[src/rtl/fraction_mult_pkg.sv]
// Shared types and helpers for the Q1.(N-1) fraction multiplier.
// Used by fraction_multiplier_param and, under FRACTION_MULT_ROUND_EN, fraction_mult_round.
package fraction_mult_pkg;

  typedef enum logic [1:0] {
    StIdle = 2'd0,
    StCalc = 2'd1,
    StDone = 2'd2
  } state_e;

  // Bit-counter width; N is at least 3, so this is never below 2.
  function automatic int unsigned cnt_w(input int unsigned n);
    return (n <= 2) ? 1 : $clog2(n);
  endfunction

  function automatic logic [31:0] sat_pos(input int unsigned width);
    return (32'd1 << (width - 1)) - 32'd1;
  endfunction

endpackage

[src/rtl/fraction_mult_round.sv]
// Combinational round-half-up of a Q1.(2N-2) product to Q1.(N-1) with positive saturation.
// Only instantiated when FRACTION_MULT_ROUND_EN is defined.
module fraction_mult_round
  import fraction_mult_pkg::*;
#(
  parameter int unsigned N = 8
) (
  input  logic [2*N-2:0] i_product,
  output logic [N-1:0]   o_round,
  output logic           o_ovf_rnd
);

  localparam logic [N-1:0] MaxPos = N'(sat_pos(N));

  logic [N-1:0] w_top;
  logic         w_half;
  logic         w_unused;

  assign w_top  = i_product[2*N-2:N-1];
  assign w_half = i_product[N-2];

  // Adding the half bit can only overflow when the top is already the positive maximum.
  assign o_ovf_rnd = w_half && (w_top == MaxPos);
  assign o_round   = o_ovf_rnd ? MaxPos : (w_top + N'(w_half));

  assign w_unused = ^i_product[N-3:0];

endmodule

[src/rtl/fraction_multiplier_param.sv]
// Radix-2 add/shift multiplier for Q1.(N-1) two's-complement fractions with -1 x -1 saturation.
// Optional rounded output RoundProd is enabled by defining FRACTION_MULT_ROUND_EN.
module fraction_multiplier_param
  import fraction_mult_pkg::*;
#(
  parameter int unsigned N = 8
) (
  input  logic           CLK,
  input  logic           RST_N,
  input  logic           St,
  input  logic [N-1:0]   Mplier,
  input  logic [N-1:0]   Mcand,
  output logic [2*N-2:0] Product,
  output logic           Done,
  output logic           Busy,
  output logic           Ovf
`ifdef FRACTION_MULT_ROUND_EN
  ,
  output logic [N-1:0]   RoundProd
`endif
);

  localparam int unsigned CntW    = cnt_w(N);
  localparam int unsigned PW      = 2 * N - 1;
  localparam logic [CntW-1:0] CntLast = CntW'(N - 1);
  localparam logic [PW-1:0]   SatProd = PW'(sat_pos(PW));

  state_e          r_state, w_state_nxt;
  logic [N:0]      r_a;
  logic [N-1:0]    r_b;
  logic [N-1:0]    r_m;
  logic [CntW-1:0] r_cnt;
  logic [PW-1:0]   r_product;
  logic            r_ovf;

  logic            w_last;
  logic [N:0]      w_msext;
  logic [N:0]      w_sum;
  logic [N:0]      w_a_nxt;
  logic [N-1:0]    w_b_nxt;
  logic            w_ovf_mul;
  logic [PW-1:0]   w_prod_nxt;
  logic            w_ovf_nxt;

  assign w_last  = (r_cnt == CntLast);
  assign w_msext = {r_m[N-1], r_m};

  // The multiplier sign bit carries weight -1, so the final step subtracts.
  always_comb begin
    w_sum = r_a;
    if (r_b[0]) begin
      w_sum = w_last ? (r_a - w_msext) : (r_a + w_msext);
    end
  end

  assign w_a_nxt = {w_sum[N], w_sum[N:1]};
  assign w_b_nxt = {w_sum[0], r_b[N-1:1]};

  // Only -1 x -1 reaches +1.0, visible as the two top sign bits disagreeing.
  assign w_ovf_mul  = w_a_nxt[N-1] ^ w_a_nxt[N-2];
  assign w_prod_nxt = w_ovf_mul ? SatProd : {w_a_nxt[N-2:0], w_b_nxt};

`ifdef FRACTION_MULT_ROUND_EN
  logic [N-1:0] w_round;
  logic         w_ovf_rnd;
  logic [N-1:0] r_round;

  fraction_mult_round #(
    .N (N)
  ) u_round (
    .i_product (w_prod_nxt),
    .o_round   (w_round),
    .o_ovf_rnd (w_ovf_rnd)
  );

  assign w_ovf_nxt = w_ovf_mul | w_ovf_rnd;
  assign RoundProd = r_round;

  always_ff @(posedge CLK or negedge RST_N) begin
    if (!RST_N) begin
      r_round <= '0;
    end else if (r_state == StCalc && w_last) begin
      r_round <= w_round;
    end
  end
`else
  assign w_ovf_nxt = w_ovf_mul;
`endif

  always_comb begin
    w_state_nxt = r_state;
    unique case (r_state)
      StIdle:  if (St) w_state_nxt = StCalc;
      StCalc:  if (w_last) w_state_nxt = StDone;
      StDone:  w_state_nxt = StIdle;
      default: w_state_nxt = StIdle;
    endcase
  end

  always_ff @(posedge CLK or negedge RST_N) begin
    if (!RST_N) begin
      r_state <= StIdle;
    end else begin
      r_state <= w_state_nxt;
    end
  end

  // Product/Ovf are written on the last CALC edge so they are valid for the whole DONE cycle.
  always_ff @(posedge CLK or negedge RST_N) begin
    if (!RST_N) begin
      r_a       <= '0;
      r_b       <= '0;
      r_m       <= '0;
      r_cnt     <= '0;
      r_product <= '0;
      r_ovf     <= 1'b0;
    end else begin
      unique case (r_state)
        StIdle: begin
          if (St) begin
            r_m   <= Mcand;
            r_b   <= Mplier;
            r_a   <= '0;
            r_cnt <= '0;
          end
        end
        StCalc: begin
          r_a   <= w_a_nxt;
          r_b   <= w_b_nxt;
          r_cnt <= r_cnt + 1'b1;
          if (w_last) begin
            r_product <= w_prod_nxt;
            r_ovf     <= w_ovf_nxt;
          end
        end
        default: ;
      endcase
    end
  end

  assign Product = r_product;
  assign Ovf     = r_ovf;
  assign Done    = (r_state == StDone);
  assign Busy    = (r_state != StIdle);

endmodule

[config.mk]
export PLATFORM = sky130hd
export DESIGN_NAME = fraction_multiplier_param
export DESIGN_NICKNAME = d
export VERILOG_FILES = /design/src/rtl/fraction_mult_pkg.sv /design/src/rtl/fraction_mult_round.sv /design/src/rtl/fraction_multiplier_param.sv
export SDC_FILE = /design/constraint.sdc
export NUM_CORES = 1
export LEC_CHECK = 0
export ABC_AREA = 1
export BUFFER_PORTS_ARGS = -buffer_cell sky130_fd_sc_hd__buf_2
export CAP_MARGIN = 5
export CORE_MARGIN = 1
export CORE_UTILIZATION = 57
export CTS_CLUSTER_SIZE = 20
export DETAILED_ROUTE_END_ITERATION = 10
export PLACE_DENSITY = 0.86
export SKIP_CTS_REPAIR_TIMING = 1
export SYNTH_ARGS = -nofsm -noshare
export SYNTH_HDL_FRONTEND = slang
export SYNTH_SLANG_ARGS = --single-unit
[constraint.sdc]
create_clock -name CLK -period 3.6 [get_ports CLK]
set_input_delay 0.18 -clock CLK [delete_from_list [all_inputs] [get_ports CLK]]
set_output_delay 0.18 -clock CLK [all_outputs]
set_load 0.05 [all_outputs]
**Yosys cells after proc, flatten, opt, wreduce, memory -nomap -nowiden**

Index checks and enable logic that the tools add are counted.

- Reduce and logical (&&, ||, !) cells: 7
- Multiplexer cells: 12
- Bitwise logic cells: 1
- $add $sub $neg: 3
- Equality and inequality tests: 5

Operator list:

| operator | number |
|---|---|
| $mux 9 | 3 |
| $pmux 9 s2 | 1 |
| $pmux 8 s2 | 1 |
| $mux 15 | 1 |
| $add 9x9->9 | 1 |
| $sub 9x9->9 | 1 |
| $mux 8 | 1 |
| $reduce_and 2->1 | 4 |
| $pmux 3 s2 | 1 |
| $mux 2 | 2 |
| $ne 2x2->1 const B | 2 |
| $pmux 2 s2 | 1 |
| $reduce_bool 2->1 | 2 |
| $add 3x1->3 const B | 1 |
| $eq 3x3->1 const B | 1 |
| $mux 3 | 1 |
| $eq 2x1->1 const B | 1 |
| $eq 2x2->1 const B | 1 |
| $logic_not 2->1 | 1 |
| $xor 1x1->1 | 1 |

- Flip-flop bits (word level): 46
- Logic and storage cells: 35
- Output and inout port bits: 18
- Input bits: 19

**Logic depth before layout (Yosys ltp)**

- Depth after elaboration: 5
- Mapped depth: 23
- Depth with buffers taken out: 22

**Worst setup path before layout**

OpenSTA, ideal clock, no wires.

- Path kind: register to register
- Start point: register r_m[0]
- End point: register r_product[13], in the netlist Product[13]
- Setup time: 0.113 ns
- Buffers on the path: 1
- Stages on the path, launching flop included: 24
- Required time: 3.487 ns
- Clock period less this slack: 3.039 ns
- Path slack: 0.561 ns
- Arrival time: 2.926 ns
- Path through: dfrtp_1 inv_1 ha_1 inv_1 nor2_1 nand2_1 o31ai_1 xnor2_1 inv_1 ha_1 nand2_1 inv_1 a21oi_1 nand2_1 nand2_1 nand3_1 nand2_1 nand2_1 ha_1 nor2_8 buf_6 nand3_2 nand2_1 inv_1

- Cells in the longest elaborated chain, start to end: 5
- Elaborated cells on any way between the ends: 6
- Those cells by class: add/sub: 2; mux: 3; bitwise: 1

Ends and longest elaborated chain:

| what | line | text |
|---|---|---|
| start: declaration | fraction_multiplier_param.sv:31 | `logic [N-1:0] r_m;` |
| start signal: assignment | fraction_multiplier_param.sv:121 | `r_m <= Mcand;` |
| $add 9x9->9 / $sub 9x9->9 (equally long branches) | fraction_multiplier_param.sv:52 | `w_sum = w_last ? (r_a - w_msext) : (r_a + w_msext);` |
| $mux 9 * | fraction_multiplier_param.sv:52 |  |
| $mux 9 * | fraction_multiplier_param.sv:51 | `if (r_b[0]) begin` |
| $xor 1x1->1 * | fraction_multiplier_param.sv:60 | `assign w_ovf_mul = w_a_nxt[N-1] ^ w_a_nxt[N-2];` |
| named net w_ovf_mul | fraction_multiplier_param.sv:41 | `logic w_ovf_mul;` |
| $mux 15 * | fraction_multiplier_param.sv:61 | `assign w_prod_nxt = w_ovf_mul ? SatProd : {w_a_nxt[N-2:0], w_b_nxt};` |
| end signal: assignment | fraction_multiplier_param.sv:132 | `r_product <= w_prod_nxt;` |
| end: declaration | fraction_multiplier_param.sv:33 | `logic [PW-1:0] r_product;` |

The timed path passes the listed nets; every way through them passes the cells marked *.
A chain may end at the register's enable or synchronous reset.

**Final worst setup path**

- Start point: register r_cnt[0]
- End point: register r_product[13], in the netlist Product[13]

- Cells in the longest elaborated chain, start to end: 5
- Elaborated cells on any way between the ends: 6
- Those cells by class: eq/ne: 1; mux: 3; bitwise: 1; reduce/logical: 1

Ends and longest elaborated chain:

| what | line | text |
|---|---|---|
| start: declaration | fraction_multiplier_param.sv:32 | `logic [CntW-1:0] r_cnt;` |
| start signal: assignment | fraction_multiplier_param.sv:130 | `r_cnt <= r_cnt + 1'b1;` |
| $eq 3x3->1 | fraction_multiplier_param.sv:45 | `assign w_last = (r_cnt == CntLast);` |
| $mux 9 | fraction_multiplier_param.sv:52 |  |
| $mux 9 | fraction_multiplier_param.sv:51 |  |
| $xor 1x1->1 | fraction_multiplier_param.sv:60 |  |
| named net w_ovf_mul | fraction_multiplier_param.sv:41 |  |
| $mux 15 | fraction_multiplier_param.sv:61 |  |

The timed path passes the listed nets, and every way through them passes these cells.

==> results_dict.tcl <==
set metrics [dict create \
    clkTransAtPathRegs_ns 0.09 \
    path_max_fanout 8 \
    crit_path_start_kind "register" \
    grt_pass1_vias 1802 \
    outcome "complete, no violations" \
    dr.pass1.iters 4 \
    drc 0 \
    cap_violations 0 \
    wirelength_um 5094 \
    cpMaxStageDelayCell "dfrtp_1" \
    rows 23 \
    crit_chain "ha_1 > ha_1 > inv_4 > o31ai_1 > xnor2_1 > inv_1 > ha_1 > nand2_1 > inv_1 > a21oi_1 > nand2_1 > nand2_1 > nand3_1 > nand2_1 > nand2_1 > ha_1 > nor2_8 > buf_4 > nand3_2 > nand2_1 > inv_1" \
    rsz0062_at_grt "false" \
    netlist_area_um2 2521 \
    crit_path_end_kind "register" \
    worstMarginPinSlew_ns 0.9604 \
    start_util_pct 61.26 \
    cts_tree "done" \
    syn_nets 325 \
    place.gp.congestion 0.8705 \
    cp_common_cell "nand2_1" \
    gr-usage-all-layers_pct 23.87 \
    holdWs_ns 0.02131 \
    grt_pass1_wl_um 7976 \
    antenna_found_initial 0 \
    drive_gt1_share_pct 19.09 \
    r2r_slack_ns 0.34 \
    layout_commonest_cell "nand2_1" \
    io_buffers 36 \
    met3_usage_pct 5.757 \
    ff2ff_path_depth 21 \
    grtUsageMet2_pct 37.50 \
    grt_overflow 0 \
    finClkSkew_ns 0.009155 \
    worstPathArrival_ns 3.47 \
    postPlaceCellArea_um2 2709 \
    pin_count 37 \
    fillers 334 \
    slew_headroom_pct 35.97 \
    fp.dieH_um 68.51 \
    tns_ns 0 \
    fin_area_um2 2816 \
    n_antenna_cell 0 \
    cp_top_family "adder cells" \
    insertion_delay_ns 0.31 \
    cts-htree-levels 2 \
    dp_hpwl_um 3610 \
    worstSetupPathType "reg -> reg" \
    cts_buffer_depth 2 \
    multi_input_area_um2 1150 \
    first_iter_violations 89 \
    critPathBufInv 5 \
    die_w_um 68.51 \
    cp_num_cells 21 \
    hold_path.class "in -> async" \
    grt-busiest-layer "met2" \
    setup_viol 0 \
    area_growth_pct 11.71 \
    period_share_pct 90.58 \
    wire_per_inst_um 13.41 \
    finalCriticalPeriod_ns 3.261 \
    synthDistinctLibCells 36 \
    slew_viol_final 0 \
    clock-root-buffer "clkbuf_8" \
    use_met1_pct 31.14 \
    vias_per_cell 5.287 \
    critPathMaxStageDelay_ns 0.41 \
    synth_warnings 0 \
    antenna_left 0 \
    fmax_mhz 306.7 \
    layout_common_cells "62 x nand2_1, 46 x inv_1, 45 x dfrtp_1, 36 x buf_2, 16 x o21ai_0" \
    clock-sinks 45 \
    grt_start_max_net_pins 46 \
    hold_viol 0 \
    critical_path_required_ns 3.81 \
    syn-mean-instance-area_um2 8.605 \
    dieArea_um2 4693 \
    seq_area_frac_synth_pct 44.67 \
    via_count 2009 \
    synth-seq-cells 45 \
    utilization_pct 68.44 \
    nets 361 \
    cts_made_buffers 5 \
    fp.coreArea_um2 4115 \
    ff_latch_area_um2 1126 \
    syn_inst 293 \
]
==> logic make-up (layout without fill, tap and decap cells) <==
family | Yosys count | count (layout) | synth area share [%]
mux | 4 | 4 | 1.786
flops | 45 | 45 | 44.67
compound gates | 55 | 55 | 14.14
fa+ha+maj | 13 | 13 | 6.749
xor+xnor | 9 | 9 | 3.127
buf+inv | 59 | 96 | 9.826
simple gates | 108 | 108 | 19.70
==> through the flow <==
step,std cells,worst slack [ns]
after floorplan,293,0.5613
after global placement,370,0.3251
after detailed placement,370,0.1971
after CTS,378,0.1883
after global routing,380,0.05748
final,380,0.3392
==> cells in the mapped netlist <==
cell type	count	area share, %
a22o_1	2	0.69
a21oi_1	12	2.4
o211ai_1	3	0.89
inv_4	2	0.50
xnor2_1	2	0.69
nor2_2	1	0.25
nand3_2	1	0.40
buf_2	5	0.99
nor2_8	2	1.6
ha_1	12	6.0
nand2_2	2	0.50
mux2_2	4	1.8
clkbuf_1	1	0.15
inv_1	46	6.8
a2bb2oi_1	9	3.1
nand2_1	62	9.2
o21a_1	2	0.60
o22ai_1	4	0.99
o221ai_1	1	0.35
buf_6	1	0.45
dfrtp_1	45	45
or2_2	1	0.25
o31ai_1	1	0.30
nand3b_1	1	0.30
nand3_1	14	2.8
a221oi_1	4	1.4
nor2_1	15	2.2
nand4_1	3	0.74
nand2_4	1	0.45
buf_4	2	0.60
o21ai_0	16	3.2
nor3_1	5	0.99
a31oi_1	1	0.25
fa_1	1	0.79
inv_2	2	0.30
xor2_1	7	2.4
==> routing by layer <==
metal	up-vias	wire [um]
met5	-	0
met4	0	97
met3	10	190
met2	53	2389
met1	916	2417
li1	1030	-
==> flip-flops by register name, indices dropped and copies added, names as in the netlist <==
signal	flops
r_b	8
r_cnt	3
Product	15
r_m	8
r_a	8
r_state	2
Ovf	1
==> worst paths after layout <==
| check | startpoint | to |
|---|---|---|
| max in group asynchronous | RST_N | Product[8] |
| max reg2reg | r_cnt[0] | Product[13] |
| min | RST_N | r_a[6] |
| min reg2reg | Product[14] | Product[14] |
| max | r_cnt[0] | Product[13] |
| min in group CLK | Mcand[5] | r_m[5] |
==> layout make-up <==
class / instances / share of cell area, %
repair buffers: 38 / 6.930
clock inverters: 3 / 0.7552
clock buffers: 5 / 2.443
well taps: 50 / 2.221
flip-flops and latches: 45 / 39.98
multi-input cells: 189 / 40.83
inverters: 50 / 6.841
Power is left out: the tool's default activity adds up to more than one toggle a clock period on the data nets, which glitch-free logic cannot reach.
